===== src/rtl/des_key_scheduler.sv =====
// rtl/des_key_scheduler.sv - DES key schedule sequencer streaming 16 PC-2 subkeys over valid/ready.
// Optional key parity check enabled by defining DES_KEY_PARITY_CHECK_EN.
module des_key_scheduler #(
  parameter int ROUNDS = 16
) (
  input  logic        clk,
  input  logic        rst,
  input  logic        start,
  input  logic        decrypt,
  input  logic [1:64] key,
  output logic [1:48] subkey,
  output logic        subkey_valid,
  input  logic        subkey_ready,
  output logic [3:0]  round,
  output logic        busy,
  output logic        done,
  output logic        parity_err
);

  typedef enum logic [1:0] {IDLE, LOAD, RUN} stateT;

  localparam logic [3:0] LAST = 4'(ROUNDS - 1);

  localparam int PC1 [56] = '{
    57, 49, 41, 33, 25, 17,  9,  1, 58, 50, 42, 34, 26, 18,
    10,  2, 59, 51, 43, 35, 27, 19, 11,  3, 60, 52, 44, 36,
    63, 55, 47, 39, 31, 23, 15,  7, 62, 54, 46, 38, 30, 22,
    14,  6, 61, 53, 45, 37, 29, 21, 13,  5, 28, 20, 12,  4
  };

  localparam int PC2 [48] = '{
    14, 17, 11, 24,  1,  5,  3, 28, 15,  6, 21, 10,
    23, 19, 12,  4, 26,  8, 16,  7, 27, 20, 13,  2,
    41, 52, 31, 37, 47, 55, 30, 40, 51, 45, 33, 48,
    44, 49, 39, 56, 34, 53, 46, 42, 50, 36, 29, 32
  };

  function automatic logic [1:56] pc1(input logic [1:64] k);
    logic [1:56] r;
    for (int i = 0; i < 56; i++) r[i+1] = k[PC1[i]];
    return r;
  endfunction

  function automatic logic [1:48] pc2(input logic [1:28] c, input logic [1:28] d);
    logic [1:56] cd;
    logic [1:48] r;
    cd = {c, d};
    for (int i = 0; i < 48; i++) r[i+1] = cd[PC2[i]];
    return r;
  endfunction

  function automatic logic [1:28] rotl(input logic [1:28] x, input logic two);
    return two ? {x[3:28], x[1:2]} : {x[2:28], x[1]};
  endfunction

  function automatic logic [1:28] rotr(input logic [1:28] x, input logic two);
    return two ? {x[27:28], x[1:26]} : {x[28], x[1:27]};
  endfunction

  // Rounds 1, 2, 9 and 16 rotate by one place; all others by two.
  function automatic logic shiftIsTwo(input int n);
    return !(n == 1 || n == 2 || n == 9 || n == 16);
  endfunction

`ifdef DES_KEY_PARITY_CHECK_EN
  function automatic logic keyParityOk(input logic [1:64] k);
    logic ok;
    logic p;
    ok = 1'b1;
    for (int b = 0; b < 8; b++) begin
      p = 1'b0;
      for (int j = 1; j <= 8; j++) p = p ^ k[8*b+j];
      if (!p) ok = 1'b0;
    end
    return ok;
  endfunction
`else
  logic unusedParityBits;
  assign unusedParityBits = ^{key[8], key[16], key[24], key[32],
                              key[40], key[48], key[56], key[64]};
`endif

  stateT       state, stateNext;
  logic [1:28] cReg, dReg, cNext, dNext;
  logic [3:0]  count, countNext;
  logic        decReg, decNext;
  logic [1:48] subkeyNext;
  logic        validNext, busyNext, doneNext, parityNext;
  logic        keyOk;
  logic        stepTwo;

  always_comb begin
`ifdef DES_KEY_PARITY_CHECK_EN
    keyOk = keyParityOk(key);
`else
    keyOk = 1'b1;
`endif
  end

  always_comb begin
    stateNext  = state;
    cNext      = cReg;
    dNext      = dReg;
    countNext  = count;
    decNext    = decReg;
    subkeyNext = subkey;
    validNext  = subkey_valid;
    busyNext   = busy;
    doneNext   = 1'b0;
    parityNext = parity_err;
    stepTwo    = 1'b0;
    case (state)
      IDLE: begin
        if (start) begin
          parityNext = !keyOk;
          if (keyOk) begin
            decNext        = decrypt;
            {cNext, dNext} = pc1(key);
            busyNext       = 1'b1;
            stateNext      = LOAD;
          end
        end
      end
      LOAD: begin
        // Decrypt starts from the unrotated halves, which already give K16.
        if (decReg) begin
          subkeyNext = pc2(cReg, dReg);
        end else begin
          stepTwo    = shiftIsTwo(1);
          cNext      = rotl(cReg, stepTwo);
          dNext      = rotl(dReg, stepTwo);
          subkeyNext = pc2(cNext, dNext);
        end
        validNext = 1'b1;
        countNext = '0;
        stateNext = RUN;
      end
      RUN: begin
        if (subkey_valid && subkey_ready) begin
          if (count == LAST) begin
            validNext = 1'b0;
            busyNext  = 1'b0;
            doneNext  = 1'b1;
            stateNext = IDLE;
          end else begin
            countNext = count + 4'd1;
            // Decrypt undoes the encrypt rotations in reverse round order.
            if (decReg) begin
              stepTwo = shiftIsTwo(ROUNDS - int'(count));
              cNext   = rotr(cReg, stepTwo);
              dNext   = rotr(dReg, stepTwo);
            end else begin
              stepTwo = shiftIsTwo(int'(count) + 2);
              cNext   = rotl(cReg, stepTwo);
              dNext   = rotl(dReg, stepTwo);
            end
            subkeyNext = pc2(cNext, dNext);
          end
        end
      end
      default: stateNext = IDLE;
    endcase
  end

  always_ff @(posedge clk or posedge rst) begin
    if (rst) begin
      state        <= IDLE;
      cReg         <= '0;
      dReg         <= '0;
      count        <= '0;
      decReg       <= 1'b0;
      subkey       <= '0;
      subkey_valid <= 1'b0;
      busy         <= 1'b0;
      done         <= 1'b0;
      parity_err   <= 1'b0;
    end else begin
      state        <= stateNext;
      cReg         <= cNext;
      dReg         <= dNext;
      count        <= countNext;
      decReg       <= decNext;
      subkey       <= subkeyNext;
      subkey_valid <= validNext;
      busy         <= busyNext;
      done         <= doneNext;
      parity_err   <= parityNext;
    end
  end

  assign round = decReg ? (LAST - count) : count;

endmodule


===== config.mk =====
export PLATFORM = sky130hd
export DESIGN_NAME = des_key_scheduler
export DESIGN_NICKNAME = d
export VERILOG_FILES = /design/src/rtl/des_key_scheduler.sv
export SDC_FILE = /design/constraint.sdc
export NUM_CORES = 1
export LEC_CHECK = 0
export CAP_MARGIN = 20
export CORE_MARGIN = 8
export CORE_UTILIZATION = 50
export DETAILED_ROUTE_END_ITERATION = 7
export PLACE_DENSITY = 0.82
export SETUP_SLACK_MARGIN = 0.05
export SKIP_LAST_GASP = 1
export SLEW_MARGIN = 0
export SYNTH_ARGS = -nofsm -noshare
export SYNTH_HDL_FRONTEND = slang
export SYNTH_SLANG_ARGS = --single-unit

===== constraint.sdc =====
create_clock -name clk -period 7.7 [get_ports clk]
set_input_delay 1.54 -clock clk [delete_from_list [all_inputs] [get_ports clk]]
set_output_delay 1.54 -clock clk [all_outputs]
set_load 0.005 [all_outputs]

==> results of run 1 <==
cell usage after synthesis, types with 7 or more instances:
master and count:
a21oi_1 49, a221oi_1 16, a311oi_1 16, a31oi_1 29
and3_1 17, buf_1 7, buf_2 9, clkbuf_1 92
dfrtp_1 114, ha_1 11, inv_1 9, mux2i_1 166
nand2_1 57, nand3_1 9, nor2_1 122, nor3_1 26
o21a_1 20, o221ai_1 44, o22a_1 51, o22ai_1 12
flip-flops by register name, indices dropped and copies added (netlist names):
register and cells:
count 4, decReg 1, dReg 28, state 2, done 1, subkey 48
busy 1, subkey_valid 1, cReg 28
how the worst min path moves through the flow:
stage / startpoint / endpoint / slack [ns] / depth (start not counted)
2_1_floorplan: subkey[21] / subkey[21] / 0.50 / 2
3_3_place_gp: subkey[24] / subkey[24] / 0.50 / 2
3_5_place_dp: subkey[29] / subkey[29] / 0.50 / 2
4_1_cts: subkey[26] / subkey[26] / 0.52 / 2
5_1_grt: subkey[39] / subkey[39] / 0.54 / 2
6_report: subkey[46] / subkey[46] / 0.51 / 2
cell usage in the layout, fill, tap and decap left out, types with 5 or more instances in the layout:
cell type          n
mux2i_1          166
nor2_1           121
clkdlybuf4s50_1  115
dfrtp_1          113
nand2_1           56
o22a_1            51
a21oi_1           48
o221ai_1          44
a31oi_1           29
nor3_1            26
o21a_1            20
and3_1            17
clkbuf_16         17
a221oi_1          16
a311oi_1          16
buf_4             13
o22ai_1           12
nand3_1            9
ha_1               9
inv_1              8
o21ai_0            5
xor2_1             5
o2bb2ai_1          5
power groups by stage:
stage	clock network (mW)	logic [mW]	registers, mW
CTS	0.826	2.96	1.31
global route	0.854	3.26	1.37
floorplan	0	2.36	1.08
global placement	0	2.85	1.31
finish	0.824	2.99	1.32
detailed placement	0	2.93	1.31
final cells by class:
class                   count  area (um2)  area share (%)
inverters                  11        43.8           0.436
clock buffers              23         478            4.76
well taps                 220         275            2.74
multi-input cells         691        4960            49.4
clock inverters             9         129            1.28
flip-flops and latches    114        2860            28.4
repair buffers            130        1300            13.0
critical path, cell delays in order:
cell	delay, ns
clkdlybuf4s50_1	0.52
nand2b_1	0.21
nand2_1	0.12
a21o_2	0.20
buf_4	0.37
nor2_2	0.92
a311oi_1	0.23
cells by family (layout without fill, tap and decap cells):
kind of cell | after synthesis | count (layout) | synth area share, %
flops | 114 | 114 | 34.2
mux | 168 | 168 | 20.2
fa+ha+maj | 11 | 11 | 1.65
other cells | 1 | 1 | 0.0450
buf+inv | 128 | 173 | 6.53
simple gates | 243 | 243 | 12.5
compound gates | 262 | 262 | 24.2
xor+xnor | 6 | 6 | 0.631
metal layers:
layer  track usage, %  wire length (um)  vias to the layer above  share of wire [%]
li1                 -                 -                     3543                  -
met3             4.98              1740                       41                6.8
met2             39.7             12600                      376                 50
met4             9.06               576                        0                2.3
met5                0                 0                        -                  0
met1             29.2             10500                     3858                 41
stage by stage:
step	std cells	instance area (um2)	power, mW
after floorplan	933	8330	3.44
after global placement	1164	9390	4.15
after detailed placement	1164	9390	4.25
after CTS	1196	9990	5.09
after global routing	1198	10000	5.48
final	1198	10000	5.13
==> key figures, run 1 <==
Status
  – Status: finished clean

Floorplan
  – Top Ports: 125
  – Die H: 145 um
  – Row Count: 47
  – Die area: approximately 21,000 um2
  – Die W: 145 um
  – Core Region: roughly 16,000 um2
  – Starting Density: 50.6%

Global route
  – Maximum number of pins on one net before global-route repair: 81
  – GRT overflow: 0
  – Vias in the first global route: 7,885
  – Initial antenna violation count: 0
  – Global-route wire length before repair: roughly 41,000 um
  – Total GRT Usage: roughly a quarter

STA
  – Worst-Margin Slew: 1.09 ns
  – Max-slew headroom: 27.2%
  – Hold_ws: 0.514 ns
  – Fin. max-slew vios: 0
  – Setup violators final: 0
  – Fin worst setup slack: 3.82 ns
  – F_max: 258 MHz
  – Unrepaired setup endpoints after global routing: false
  – Final worst-path cycle share: between 50% and 60%
  – Setup TNS: 0 ns
  – Fin crit period: between 3 and 4 ns
  – Final hold violation count: 0
  – Setup Skew: between 0.01 and 0.015 ns

Critical path
  – R2r endpoint: cReg[12]
  – Required @ worst endpoint: 7.94 ns
  – Reg-to-Reg Start: state[1]
  – Worst Path Arrival: 4.12 ns
  – Worst reg2reg setup slack: 4.30 ns
  – CP Class: in2reg
  – CP startpoint: start
  – Crit path max fanout: 80
  – Critical Path Sink Type: flop
  – Startpoint types: primary input
  – R2R cell count: 8
  – CP endpoint: cReg[12]

Yosys
  – EDFF count, synth: 0
  – Synth top area cells: dfrtp_1, mux2i_1, nor2_1, o22a_1, o221ai_1
  – Top cell type's share of synthesized area: 34.2%
  – Async SR Flop Fraction: 100%
  – Yosys top cell by area: dfrtp_1
  – #FFs+latches synth: 114
  – Register area share after synthesis: approximately a third
  – Syn_nets: 1,013
  – Average cell area after synthesis: a little under 9 um2
  – Cell count after synthesis: 933
  – Primary FF master, synth: dfrtp_1
  – YS warnings: 0
  – Post-synth cell types: 47
  – Syn Std Cell Area: 8330 um2

CTS
  – Post-CTS Hold Buffers: 0
  – Postcts setup bufs: 0
  – Bufs on Longest Clock Path: 2
  – Clock-pin slew on the worst setup and hold paths: approximately 0.050 ns
  – H-tree level count: 4
  – CTS tree: done
  – Root Driver: clkbuf_16
  – TritonCTS Buffers: 17
  – CTS resizes: 0
  – # clock sinks: 114
  – Clk_lat worst skew: 0.43 ns

Power and ir drop
  – Switching portion of total power: a little under half
  – Combinational Power Share: 58.2%
  – Clk pwr share: 16.1%
  – Internal Power: about 2.8 mW
  – P_sw: 2.37 mW
  – PwrDens: 511 nW/um2
  – LEAKAGE: 4.41 nW
  – Share of power burned in registers: 25.8%
  – Maximum vdd drop: 0.306 mV

Place
  – Worst slack, placed: 3.41 ns
  – Dpl hpwl: 15,200 um
  – # port buffers: 115
  – Placer's final routability congestion estimate: 0.797

Finish
  – Layout cells sized above 1: 6.65%
  – Filler instances: 1,419
  – Syn-to-layout area delta: 20.6%
  – Final core occ: 61.0%
  – Inserted Diodes: 0
  – Post-layout net count: 1,045

Detailed routing
  – Vias/cell: 6.53
  – Wirelength per Cell: roughly 21 um
  – Starting DRT DRC Count: 937
  – WL final: 25,400 um
  – Vias: 7,818
  – Drt drc: 0
  – Antenna viol nets, final: 0
  – Drt pass-1 iters: 6

Run
  – Number of max-cap violations: 0

Hold path
  – Hold WC Path Type: reg2reg
Note: power is estimated with default switching activity, not from simulation.
==> run 2: changes to the inputs <==
- clock period: 7.7 -> 4 ns (I/O delays scaled with it)
==> run 2 against run 1 <==
Sequential share of layout area is 0.11 points lower. Flip-flop and latch count stayed put. Wire length is 0.85% higher. Clock skew is 0.0017 ns lower. Non-clock buffer count is 7 higher. Largest cell class unchanged. Highest routed layer unchanged. Global-route usage is 0.089 points higher.
==> key figures, run 2 (synthesized netlist as in run 1, its figures left out) <==
Status
  – Status: finished clean

Floorplan
  – Starting Density: between 50 and 60%
  – Core Region: 16,500 um2
  – Row Count: 47
  – Die W: 145 um
  – Top Ports: 125
  – Die H: ~150 um
  – Die area: 21,100 um2

Detailed routing
  – Uppermost layer routed: met4
  – WL final: 25,600 um
  – Starting DRT DRC Count: 683
  – Vias/cell: 6.48
  – Drt drc: 0
  – Antenna viol nets, final: 0
  – DR WL met3: 1890 um
  – Vias: 7,813
  – WL met1: 10,600 um
  – Metal2 WL: 12,600 um
  – Drt pass-1 iters: 7
  – Wirelength per Cell: 21.3 um

Finish
  – Most common cell after layout, fill and taps aside: mux2i_1
  – Post-layout net count: 1,052
  – Top reg by flops: subkey
  – Layout cells sized above 1: 7.02%
  – Filler instances: 1,399
  – Multi-input combinational cell area: 4960 um2
  – Finished Cell Area: 10,100 um2
  – Largest register FFs: 48
  – Register area: between 2000 and 3000 um2
  – Syn-to-layout area delta: 21.0%
  – Top flop regs: subkey (48), cReg (28), dReg (28)
  – Most frequent cells in the layout: mux2i_1, nor2_1, clkdlybuf4s50_1, dfrtp_1, nand2_1

Place
  – Dpl hpwl: approximately 16,000 um
  – # port buffers: 115
  – Worst slack, placed: 0.853 ns
  – Placed Area: approximately 9500 um2
  – Placer's final routability congestion estimate: 0.795

CTS
  – CTS tree: done
  – # clock sinks: 114
  – Root Driver: clkbuf_16
  – Postcts setup bufs: 0
  – TritonCTS Buffers: 17
  – CTS resizes: 0
  – Post-CTS Hold Buffers: 0
  – Clk_lat worst skew: between 0.4 and 0.5 ns
  – H-tree level count: 4
  – Clock-pin slew on the worst setup and hold paths: 0.05 ns
  – Bufs on Longest Clock Path: 2

Critical path
  – Crit path cell chain: inv_1 -> ha_1 -> nor4b_1 -> a31oi_1 -> o31ai_4 -> buf_12 -> mux2i_1 -> o22a_1 -> a311oi_1
  – Critical Path Sink Type: flop
  – CP max stage delay: ~0.49 ns
  – Startpoint types: flop
  – CP Class: reg2reg
  – CP max-delay cell: dfrtp_1
  – R2R cell count: 9
  – Crit path max fanout: 56
  – Worst Path Arrival: 3.12 ns
  – Required @ worst endpoint: 4.31 ns

Global route
  – Initial antenna violation count: 2
  – Total GRT Usage: between 20% and 30%
  – Maximum number of pins on one net before global-route repair: 75
  – Vias in the first global route: 7,854
  – Global-route wire length before repair: slightly above 40,000 um
  – GRT overflow: 0

STA
  – Setup TNS: 0 ns
  – Final hold violation count: 0
  – Setup Skew: 0.00842 ns
  – Unrepaired setup endpoints after global routing: false
  – Setup violators final: 0
  – F_max: 356 MHz
  – Fin worst setup slack: 1.19 ns
  – Fin crit period: approximately 2.8 ns
  – Final worst-path cycle share: 70.3%
  – Fin. max-slew vios: 0
  – Max-slew headroom: 40.6%
  – Worst-Margin Slew: 0.891 ns

Hold path
  – Hold WC Path Type: reg2reg
  – Hold path cells: 1

Power and ir drop
  – PwrDens: 984 nW/um2
  – Maximum vdd drop: between 0.6 and 0.7 mV
  – LEAKAGE: 4.45 nW

Run
  – Number of max-cap violations: 0
==> run 2: cell count changes in the layout (fill, tap and decap cells not counted), moves of 2 or more <==
cell	change
buf_4	+6
clkbuf_8	+4
diode_2	+2
buf_16	-2
buf_12	+2
clkinvlp_4	-2
==> run 2: path summary, 6_finish.rpt <==
check                      slack, ns       end  startpoint
setup / recovery                1.19   cReg[3]    count[1]
hold / removal                  0.51      busy        busy
setup reg to reg                1.19   cReg[3]    count[1]
hold reg to reg                 0.51      busy        busy
max in group asynchronous       2.28  cReg[24]         rst
min in group asynchronous       0.80  dReg[18]         rst
==> run 2: worst max-delay path, delay by kind of cell (launching register included) <==
| family | cells | cell delay, ns |
|---|---|---|
| AO/OA/AOI/OAI | 4 | 0.78 |
| buffers and inverters | 2 | 0.55 |
| flip-flops | 1 | 0.49 |
| adder cells (fa/ha/maj) | 1 | 0.38 |
| AND/OR/NAND/NOR | 1 | 0.32 |
| multiplexers | 1 | 0.15 |
==> run 2: cell type report <==
type / count / area share (%)
Multi-Input combinational cell: 691 / 49.1
Sequential cell: 114 / 28.3
Timing Repair Buffer: 137 / 13.4
Clock buffer: 26 / 5.25
Tap cell: 220 / 2.73
Clock inverter: 4 / 0.695
Inverter: 11 / 0.434
Antenna cell: 2 / 0.0496
==> run 2: power breakdown <==
part	internal, mW	total [mW]	switching (mW)	leakage, nW
Clock	1.02	1.56	0.541	0.298
Sequential	1.73	2.57	0.840	1.37
Combinational	2.59	5.79	3.20	2.78
==> run 2: stage by stage <==
stage	hold slack [ns]	total power, mW	std cells	utilization (%)
floorplan	0.501	6.62	933	-
global placement	0.497	8.06	1172	57.5
detailed placement	0.500	8.24	1173	57.6
CTS	0.517	9.85	1203	61.2
global route	0.543	10.5	1205	61.2
finish	0.514	9.92	1205	61.2
==> run 2: per-layer routing <==
metal / track usage, % / vias to the layer above
li1: - / 3557
met1: 29.5 / 3827
met2: 39.5 / 383
met3: 4.60 / 46
met4: 9.89 / 0
met5: 0 / -
